**config.mk**
```make
export PLATFORM = sky130hd
export DESIGN_NAME = fifo_ptr_ctrl
export DESIGN_NICKNAME = d
export VERILOG_FILES = /design/src/rtl/fifo_ptr_cnt.sv /design/src/rtl/fifo_ptr_ctrl.sv
export SDC_FILE = /design/constraint.sdc
export NUM_CORES = 1
export LEC_CHECK = 0
export BUFFER_PORTS_ARGS = -buffer_cell sky130_fd_sc_hd__buf_2
export CAP_MARGIN = 20
export CORE_UTILIZATION = 35
export DETAILED_ROUTE_END_ITERATION = 12
export HOLD_SLACK_MARGIN = 0.02
export PLACE_DENSITY = 0.64
export SLEW_MARGIN = 20
export SYNTH_ARGS = -nofsm -noshare
export SYNTH_HDL_FRONTEND = slang
export SYNTH_SLANG_ARGS = --single-unit
export TNS_END_PERCENT = 1
```
**constraint.sdc**
```tcl
create_clock -name clk -period 4.35 [get_ports clk]
set_input_delay 0 -clock clk [delete_from_list [all_inputs] [get_ports clk]]
set_output_delay 0 -clock clk [all_outputs]
set_load 0.02 [all_outputs]
```
**src/rtl/fifo_ptr_cnt.sv**
```systemverilog
// Wrapping pointer counter for the FIFO controller.
// It advances on inc, wraps from Size-1 to 0 and flags the last address.
module fifo_ptr_cnt #(
  parameter int Width = 4,
  parameter int Size  = 16
) (
  input  logic             clk,
  input  logic             aclr,
  input  logic             inc,
  output logic [Width-1:0] addr,
  output logic             last
);

  localparam logic [Width-1:0] LastAddr = Width'(Size - 1);

  logic [Width-1:0] addr_reg;
  logic [Width-1:0] addr_next;

  // An explicit compare handles sizes that are not a power of two
  always_comb begin
    addr_next = addr_reg;
    if (inc) begin
      addr_next = (addr_reg == LastAddr) ? '0 : addr_reg + Width'(1);
    end
  end

  always_ff @(posedge clk) begin
    if (aclr) begin
      addr_reg <= '0;
    end else begin
      addr_reg <= addr_next;
    end
  end

  assign addr = addr_reg;
  assign last = (addr_reg == LastAddr);

endmodule

```
**src/rtl/fifo_ptr_ctrl.sv**
```systemverilog
// FIFO pointer controller: accepts push/pop requests, drives the RAM pointers
// and keeps occupancy, almost-full and sticky error flags.
module fifo_ptr_ctrl #(
  parameter int BufferWidth     = 4,
  parameter int BufferSize      = 16,
  parameter int AlmostFullLevel = 12
) (
  input  logic                   clk,
  input  logic                   aclr,
  input  logic                   clk_en,
  input  logic                   Push_Req,
  input  logic                   Pop_Req,
  output logic                   Push,
  output logic                   Pop,
  output logic [BufferWidth-1:0] W_Addr,
  output logic [BufferWidth-1:0] R_Addr,
  output logic                   Full,
  output logic                   Empty,
  output logic                   AlmostFull,
  output logic [BufferWidth:0]   Count,
  output logic                   Overflow,
  output logic                   Underflow
);

  localparam logic [BufferWidth:0] AfLevel = (BufferWidth + 1)'(AlmostFullLevel);

  logic                 w_last;
  logic                 r_last;
  logic                 same_addr;
  logic                 round_reg, round_next;
  logic [BufferWidth:0] count_reg, count_next;
  logic                 almost_full_reg, almost_full_next;
  logic                 overflow_reg, overflow_next;
  logic                 underflow_reg, underflow_next;

  fifo_ptr_cnt #(
    .Width (BufferWidth),
    .Size  (BufferSize)
  ) u_wr_ptr (
    .clk  (clk),
    .aclr (aclr),
    .inc  (Push),
    .addr (W_Addr),
    .last (w_last)
  );

  fifo_ptr_cnt #(
    .Width (BufferWidth),
    .Size  (BufferSize)
  ) u_rd_ptr (
    .clk  (clk),
    .aclr (aclr),
    .inc  (Pop),
    .addr (R_Addr),
    .last (r_last)
  );

  // Flags come from registered state only, so requests never loop back into them
  assign same_addr = (W_Addr == R_Addr);
  assign Full      = round_reg & same_addr;
  assign Empty     = ~round_reg & same_addr;

  assign Push = Push_Req & clk_en & ~Full & ~aclr;
  assign Pop  = Pop_Req & clk_en & ~Empty & ~aclr;

  always_comb begin
    round_next       = round_reg;
    count_next       = count_reg;
    overflow_next    = overflow_reg;
    underflow_next   = underflow_reg;
    // The write wrap wins when both pointers wrap in the same cycle
    if (Push && w_last) begin
      round_next = 1'b1;
    end else if (Pop && r_last) begin
      round_next = 1'b0;
    end
    if (Push && !Pop) begin
      count_next = count_reg + (BufferWidth + 1)'(1);
    end else if (Pop && !Push) begin
      count_next = count_reg - (BufferWidth + 1)'(1);
    end
    if (Push_Req && clk_en && Full) begin
      overflow_next = 1'b1;
    end
    if (Pop_Req && clk_en && Empty) begin
      underflow_next = 1'b1;
    end
    almost_full_next = (count_next >= AfLevel);
  end

  always_ff @(posedge clk) begin
    if (aclr) begin
      round_reg       <= 1'b0;
      count_reg       <= '0;
      almost_full_reg <= 1'b0;
      overflow_reg    <= 1'b0;
      underflow_reg   <= 1'b0;
    end else if (clk_en) begin
      round_reg       <= round_next;
      count_reg       <= count_next;
      almost_full_reg <= almost_full_next;
      overflow_reg    <= overflow_next;
      underflow_reg   <= underflow_next;
    end
  end

  assign Count      = count_reg;
  assign AlmostFull = almost_full_reg;
  assign Overflow   = overflow_reg;
  assign Underflow  = underflow_reg;

endmodule

```
Word-level counts from Yosys, hierarchy flattened
Cells that the tools add are included.
W data, S select, Z words.
{"block": "totals", "regBits": 17, "latchBits": 0, "ram_bits": 0, "rom_bits": 0, "inputBits": 5, "output_inout_bits": 20, "word_cells": 47, "memories": 0}
{"block": "classes", "n_addsub": 4, "multipliers": 0, "n_div": 0, "order_cmp": 1, "n_eq_ne": 3, "n_shift": 0, "n_mux": 6, "bitwise_logic": 12, "reduce_logical": 14}
{"operator": "$mux W5", "count": 2}
{"operator": "$add A4 B1 Y4 const B", "count": 2}
{"operator": "$and A1 B1 Y1", "count": 8}
{"operator": "$eq A4 B4 Y1 const B", "count": 2}
{"operator": "$logic_and A1 B1 Y1", "count": 8}
{"operator": "$mux W4", "count": 2}
{"operator": "$reduce_and A2 Y1", "count": 3}
{"operator": "$add A5 B1 Y5 const B", "count": 1}
{"operator": "$ge A5 B4 Y1 const B", "count": 1}
{"operator": "$sub A5 B1 Y5 const B", "count": 1}
{"operator": "$eq A4 B4 Y1", "count": 1}
{"operator": "$not A1 Y1", "count": 4}
{"operator": "$logic_not A1 Y1", "count": 2}
{"operator": "$mux W1", "count": 2}
{"operator": "$reduce_bool A2 Y1", "count": 1}

Depth between registers and ports, before layout
Gate-level depths: netlist (run 1).
{"block": "logic_depth", "word_depth": 10, "ltp_mapped": 9, "depth_no_buf": 7}

Cells and area by module
Synthesis (run 1) repeated with hierarchy kept, for this count alone.
{"block": "unflattened", "cells_unflattened": 116, "area_unflattened_um2": 993.5}
{"mod": "fifo_ptr_ctrl", "instances": 1, "cells_each": 78, "area_per_inst_um2": 640.6, "seq_area_each_um2": 180.2}
{"mod": "fifo_ptr_cnt", "instances": 2, "cells_each": 19, "area_per_inst_um2": 176.4, "seq_area_each_um2": 80.1}

Worst setup path before layout (run 1)
OpenSTA, ideal clock, no wires.
{"block": "synth_timing", "kind": "reg-to-reg", "from": "register u_wr_ptr.addr_reg[0], in the netlist u_wr_ptr.addr[0]", "to": "register u_wr_ptr.addr_reg[2], in the netlist u_wr_ptr.addr[2]", "setup_time_ns": 0.128, "arrival_ns": 2.279, "required_time_ns": 4.222, "setup_slack_ns": 1.944, "stages_incl_launch_ff": 9, "path_buffers": 1, "synth_period_minus_slack_ns": 2.406, "path_cell_list": "dfxtp_1 -> xor2_1 -> or4_1 -> buf_6 -> nor2_1 -> nor2_1 -> nand2_1 -> xor2_1 -> nor2_1"}
{"block": "synth_via", "elab_chain_len": 5, "word_cells_on_any_way": 8, "cone_classes": "add/sub: 1; eq/ne: 2; mux: 1; bitwise: 4"}
{"item": "from (decl)", "line": "fifo_ptr_cnt.sv:16", "source": "logic [Width-1:0] addr_reg;"}
{"item": "from (signal assigned)", "line": "fifo_ptr_cnt.sv:31", "source": "addr_reg <= addr_next;"}
{"item": "$eq A4 B4 Y1", "line": "fifo_ptr_ctrl.sv:59", "source": "assign same_addr = (W_Addr == R_Addr);"}
{"item": "$and A1 B1 Y1", "line": "fifo_ptr_ctrl.sv:60", "source": "assign Full = round_reg & same_addr;"}
{"item": "named net Full", "line": "fifo_ptr_ctrl.sv:17", "source": "output logic Full,"}
{"item": "$not A1 Y1", "line": "fifo_ptr_ctrl.sv:63", "source": "assign Push = Push_Req & clk_en & ~Full & ~aclr;"}
{"item": "$and A1 B1 Y1 (2 in series)", "line": "fifo_ptr_ctrl.sv:63"}
{"item": "named net Push", "line": "fifo_ptr_ctrl.sv:13", "source": "output logic Push,"}
The timed path passes the listed nets, and every way through them passes these cells.
A chain may end at the register's enable or synchronous reset.

Worst setup path after layout (run 1)
{"block": "layout_timing", "from": "register u_wr_ptr.addr_reg[0], in the netlist u_wr_ptr.addr[0]", "to": "register almost_full_reg, in the netlist AlmostFull"}
{"block": "layout_via", "elab_chain_len": 10, "word_cells_on_any_way": 16, "cone_classes": "order compare: 1; eq/ne: 1; mux: 2; bitwise: 8; reduce/logical: 4"}
{"item": "$eq A4 B4 Y1 (*)", "line": "fifo_ptr_ctrl.sv:59"}
{"item": "$and A1 B1 Y1", "line": "fifo_ptr_ctrl.sv:60"}
{"item": "$not A1 Y1", "line": "fifo_ptr_ctrl.sv:63"}
{"item": "$and A1 B1 Y1 (2 in series)", "line": "fifo_ptr_ctrl.sv:63"}
{"item": "$logic_not A1 Y1", "line": "fifo_ptr_ctrl.sv:79", "source": "end else if (Pop && !Push) begin"}
{"item": "$logic_and A1 B1 Y1", "line": "fifo_ptr_ctrl.sv:79"}
{"item": "$mux W5", "line": "fifo_ptr_ctrl.sv:79"}
{"item": "$mux W5 (*)", "line": "fifo_ptr_ctrl.sv:77", "source": "if (Push && !Pop) begin"}
{"item": "$ge A5 B4 Y1 (*)", "line": "fifo_ptr_ctrl.sv:88", "source": "almost_full_next = (count_next >= AfLevel);"}
{"item": "to (signal assigned)", "line": "fifo_ptr_ctrl.sv:101", "source": "almost_full_reg <= almost_full_next;"}
{"item": "to (decl)", "line": "fifo_ptr_ctrl.sv:32", "source": "logic almost_full_reg, almost_full_next;"}
Mark *: on every way between the ends. The rest lies on a longest branch, timed or not.

==> results of run 1 <==
-- power breakdown --
| part | internal, mW | leakage [nW] | switching (mW) |
|---|---|---|---|
| clock | 0.0342 | 0.0177 | 0.0521 |
| combinational | 0.0251 | 0.357 | 0.0367 |
| sequential | 0.162 | 0.138 | 0.00655 |
| total | 0.221 | 0.513 | 0.0953 |
-- cell families after synthesis --
family,after synthesis
AND/OR/NAND/NOR,41
adder cells (fa/ha/maj),4
flip-flops,17
XOR/XNOR,12
buffers and inverters,10
AO/OA/AOI/OAI,18
multiplexers,5
-- final timing paths --
path                              endpoint  slack (ps)  depth (start not counted)             start
worst max-delay path            AlmostFull        2000                          7  u_wr_ptr.addr[0]
worst min register to register    Overflow         470                          2          Overflow
worst max register to register  AlmostFull        2000                          7  u_wr_ptr.addr[0]
worst min-delay path             Underflow          50                          3           Pop_Req
-- area by class of cell --
class                   instances  area, um^2
clock buffers                   3        22.5
fillers                       269        1430
repair buffers                 25         130
well taps                      30        37.5
flip-flops and latches         17         340
multi-input cells              80         558
inverters                       6        22.5
clock inverters                 1        5.00
-- layout by cell type (no fill, tap or decap), types with 4 or more instances in the layout --
cell type and instances:
a21oi_1 4, buf_2 24, dfxtp_1 17, ha_1 4, inv_1 6, mux2i_1 4, nand2_1 11, nor2_1 16
xnor2_1 5, xor2_1 7
-- critical path: stages, from the launching register on --
cell	delay, ps
dfxtp_1	380
xor2_1	190
or4_1	710
o211ai_1	310
a2bb2oi_1	220
xnor2_1	150
nand2_1	80
a311oi_2	220
-- synthesized netlist by cell type (all sizes together) --
cell type / number
a21oi: 4
a2bb2oi: 1
a311oi: 1
a31oi: 2
a32oi: 1
a41o: 1
and2: 1
and3b: 2
buf: 1
bufbuf: 1
clkbuf: 2
dfxtp: 17
ha: 4
inv: 6
mux2i: 5
nand2: 11
nand3: 3
nand3b: 2
nand4: 2
nor2: 16
nor2b: 2
o211ai: 1
o21a: 1
o21ai: 3
o32ai: 2
o41ai: 1
or3: 1
or4: 1
xnor2: 5
xor2: 7
-- per-layer routing --
layer	up-vias	GRT usage, %
met2	25	27.7
li1	421	-
met1	372	16.9
met5	-	0
met3	2	6.11
met4	0	2.56
==> metrics, run 1 <==
fmax 425 MHz; post-route setup slack 2000 ps; Syn Nets 116; mux contribution to synthesized area 6.44%; Max-Cap Viols 0; pin count of the biggest net entering global routing 20; RSZ-0062 raised after global routing no; Die W 54.7 um; Post-Synth Adder-Cell Area 5.15%; Max clock buf depth 2; total track usage 15.4%; Synth Cell Area 972 um^2; Met1 Wirelength 906 um; slew at the pin closest to its max-slew limit 724 ps; Fin. Hold Viols 0; Pins Over Slew Limit 0; post-synth top area share 35.0%; crit path capture type flop; highest routing layer actually used met4; Initial Util 38.2%; die extent in y 54.7 um; LEAKAGE 0.513 nW; share of layout cells above drive strength 1 25.8%; dpl ws 2020 ps; CTS buffer count 3; crit start category flop; Met2 Wirelength 907 um; post-cts resize count 0; # setup viols final 0; global route overflow 0; Seq/Total Area, Yosys 35.0%; period utilization 54.1%; WHS 48.1 ps; crit path DAT 2570 ps; routed vias/inst 5.06; CP Max Fanout 7; placed cell areas 1080 um^2; Final min period 2350 ps; Final ANT Viol Nets 0; Synth Area in Compound Gates 14.3%; die footprint 2990 um^2; First-pass DRT Iterations 4; GPL Wtd Cong 0.770; worst IR drop on VDD 0.000211 V; HPWL after DPL 1.44 mm; final wirelength 1.95 mm; htree depth 1; global-route wire length before repair 3.24 mm; iteration-0 DRC count of the detailed router 7; PD cells 283 nW/um^2; total number of yosys warnings 0; CTS tree built; vias in the first global route 772; CTS clk-pin slew, worst paths 110 ps; Final Power 0.316 mW; Syn-to-layout area delta 14.8%; clk sinks 17; Vias 820; final cell area excluding filler cells 1120 um^2; post-synth top area cell dfxtp_1; Final #Nets 142; WS Path Type reg -> reg; Slew HR 51.1%; initial antenna violation count 0; CP required 4560 ps; detailed-route DRC error count 0; input/output buffers 24; Post-CTS Setup Inserts 0; I/O Pins 25; Post-Place Cells 157; non-filler instance count after layout 162; Yosys reg bits 17; HP Class in -> reg; ant diodes 0; simple-gate share of the synthesized area 20.7%; Mapped Avg Cell Area 9.09 um^2; Clock Skews 7.24 ps; core area 2540 um^2; Post-CTS Hold Buffers 1; Synth Instances 107; later-pin clock latency in the skew report 300 ps; xor-xnor portion of the synthesized cell area 10.8%; Root Buffer Master clkbuf_4; Fin Setup TNS 0 ps; largest family of logic cells by synthesized area simple AND/OR/NAND/NOR gates; status finished, final reports clean; Final Core Density 43.9%; Synth cell types 33; Routed WL per cell 12.0 um; synth top area cells dfxtp_1, xor2_1, nor2_1, ha_1, xnor2_1; met3 WL 120 um; row count 18; Largest register FFs 5
Power figures use the tool's default switching activity.
==> run 2, diff against run 1 <==
- ABC_AREA: default -> 1
- PLACE_DENSITY: 0.64 -> 0.63
- clock period: 4.35 -> 2.4 ns (I/O delays scaled with it)
==> metrics, run 2 <==
CP Depth 15 (+8); routed vias/inst 4.93 (-2.6%); Largest register FFs 5 (unchanged); LEAKAGE 0.576 nW (+12%); most frequent cells in the layout nand2_1, buf_2, inv_1, dfxtp_1, nand3_1; Pins Over Slew Limit 0 (unchanged); global route overflow 0 (unchanged); crit start category flop; ant diodes 0 (unchanged); Fin. Hold Viols 0 (unchanged); CP Max Fanout 11 (+4); Root Buffer Master clkbuf_4; total track usage 14.8% (-0.56 points); fill count 301 (+12%); most frequent cell after synthesis nand2_1; WS Path Type reg -> reg; Routed WL per cell 11.0 um (-8.5%); placed cell areas 1170 um^2 (+8.1%); share of power burned in registers 54.6% (+1.4 points); Slew HR 79.4% (+28 points); post-synth top area share 33.0% (-2.0 points); Post-CTS Hold Buffers 0 (-1); PD cells 459 nW/um^2 (+62%); Worst Setup SP u_rd_ptr.addr[0]; Clock power frac 28.9% (+1.6 points); Post-synth top flop dfxtp_1; post-synth top area cell dfxtp_1; Clock Skews 3.09 ps (-4.15 ps); synth top area cells dfxtp_1, nand2_1, inv_1, nand3_1, ha_1; Worst R2R Path Depth 15 (+8); CTS buffer count 3 (unchanged); WHS 45.4 ps (-2.64 ps); final cell area excluding filler cells 1190 um^2 (+6.8%); status finished, final reports clean; input/output buffers 24 (unchanged); Switch Pwr 0.162 mW (+70%); Final min period 1870 ps (-480 ps); max incr delay on CP 440 ps (-270 ps); final wirelength 2.22 mm (+14%); most frequent CP cell nand2_1; HP Class in -> reg; CTS clk-pin slew, worst paths 100 ps (about the same); period utilization 78.0% (+24 points); vias in the first global route 899 (+16%); worst min-delay path startpoint clk_en; Seq/Total Area, Yosys 33.0% (-2.0 points); Synth Cell Area 1030 um^2 (+6.0%); switch share 29.6% (-0.55 points); iteration-0 DRC count of the detailed router 31 (+24); Post-CTS Setup Inserts 0 (unchanged); worst hold stages 4 (+1); GPL Wtd Cong 0.849 (+10%); row count 19 (+1); worst IR drop on VDD 0.000255 V (+21%); global-route wire length before repair 3.75 mm (+16%); Max clock buf depth 2 (unchanged); Mapped Avg Cell Area 7.11 um^2 (-22%); fmax 534 MHz (+26%); Max-Cap Viols 0 (unchanged); Comb power frac 16.5% (-3.0 points); initial antenna violation count 0 (unchanged); detailed-route DRC error count 0 (unchanged); Initial Util 37.1% (-1.1 points); share of layout cells above drive strength 1 25.1% (-0.61 points); CP required 2590 ps (-1970 ps); RSZ-0062 raised after global routing no; Crit path buffers/inverters 3 (+3); number of synthesized flops with an enable pin 0 (unchanged); htree depth 1 (unchanged); # setup viols final 0 (unchanged); Fin Setup TNS 0 ps (unchanged); commonest non-fill, non-tap cell in the layout nand2_1; Crit path max-delay family simple AND/OR/NAND/NOR gates; slew at the pin closest to its max-slew limit 309 ps (-415 ps); Synth top cells by count nand2_1, inv_1, dfxtp_1; post-cts resize count 0 (unchanged); Final ANT Viol Nets 0 (unchanged); core area 2780 um^2 (+9.3%); Syn-to-layout area delta 15.7%; Die W 56.3 um (+2.9%); Synth Instances 145 (+36%); crit path DAT 2060 ps (-510 ps); CTS tree built; crit-path cells inv_1, nand2_1, nand2_2, nor2_4, nand3_2, nand2_2, inv_2, nand3_1, nand2_1, inv_1, nand2_1, nand2_1, nor2_1, nor2_1, nor2_1; First-pass DRT Iterations 4 (unchanged); Reg-to-Reg Start u_rd_ptr.addr[0]; die extent in y 56.3 um (+2.9%); Syn Nets 154 (+33%); die footprint 3170 um^2 (+5.8%); asr flop ratio synth 0% (unchanged); crit path capture type flop; clk sinks 17 (unchanged); HPWL after DPL 1.73 mm (+19%); I/O Pins 25 (unchanged); total number of yosys warnings 0 (unchanged); Final #Nets 181 (+27%); total internal power 0.385 mW (+74%); Final Core Density 42.9% (-0.98 points); Vias 996 (+21%); Synth cell types 26 (-21%); Yosys reg bits 17 (unchanged); pin count of the biggest net entering global routing 16 (-20%); later-pin clock latency in the skew report 300 ps (about the same); CP max stage cell dfxtp_1
## run 2: changes by cell type after synthesis, sizes merged, moves of 3 or more
| cell | change |
|---|---|
| mux2i | -5 |
| xnor2 | -5 |
| nand2 | +23 |
| xor2 | -5 |
| nand3 | +13 |
| nor3 | +8 |
| a21oi | +3 |
| inv | +21 |
## run 2: cell families (layout without fill, tap and decap cells)
family	Yosys count	after routing	synth area share, %
xor gates and xnor gates	2	2	1.70
adders and majority gates	4	4	4.85
and+or+nand+nor	76	76	38.1
AOI/OAI and AO/OA	17	17	9.71
buffers and inverters	29	55	12.6
DFF	17	17	33.0
## run 2: final timing paths
path	endpoint	slack [ps]
max	AlmostFull	530
min	Count[4]	50
max reg2reg	AlmostFull	530
min reg2reg	Overflow	480
## run 2: layout make-up
type	count	area (um^2)	share of cell area, %
timing repair buffer	24	120	10.1
clock buffer	4	26.3	2.20
multi-input combinational	99	561	47.0
inverter	27	106	8.92
tap	31	38.8	3.25
sequential	17	340	28.5
## run 2: worst register-to-register path, cell delays in order, from the launching register on
cell and delay (ps):
dfxtp_1 440, inv_1 90, nand2_1 80, nand2_2 60, nor2_4 120, nand3_2 100, nand2_2 240, inv_2 140
nand3_1 90, nand2_1 60, inv_1 50, nand2_1 40, nand2_1 80, nor2_1 50, nor2_1 90, nor2_1 40
## run 2: power groups by stage
stage | clock network, mW | registers (mW) | logic (mW)
floorplan | 0 | 0.313 | 0.0582
finish | 0.158 | 0.299 | 0.0903
global placement | 0 | 0.304 | 0.0894
detailed placement | 0 | 0.305 | 0.0907
CTS | 0.166 | 0.299 | 0.0910
global route | 0.184 | 0.300 | 0.0997
## run 2: metal layers
layer | GRT usage [%] | part of all wire, % | routed length (um) | up-vias
met4 | 5.23 | 1.2 | 27 | 0
met5 | 0 | 0 | 0 | -
met1 | 18.5 | 48 | 1070 | 451
met3 | 3.46 | 4.5 | 101 | 3
met2 | 24.8 | 46 | 1030 | 18
li1 | - | - | - | 524
## run 2: metrics by stage
step	std cells	setup slack (ps)	power (mW)
after floorplan	145	670	0.372
after global placement	198	581	0.394
after detailed placement	198	528	0.396
after CTS	202	505	0.556
after global routing	202	345	0.584
final	202	527	0.547
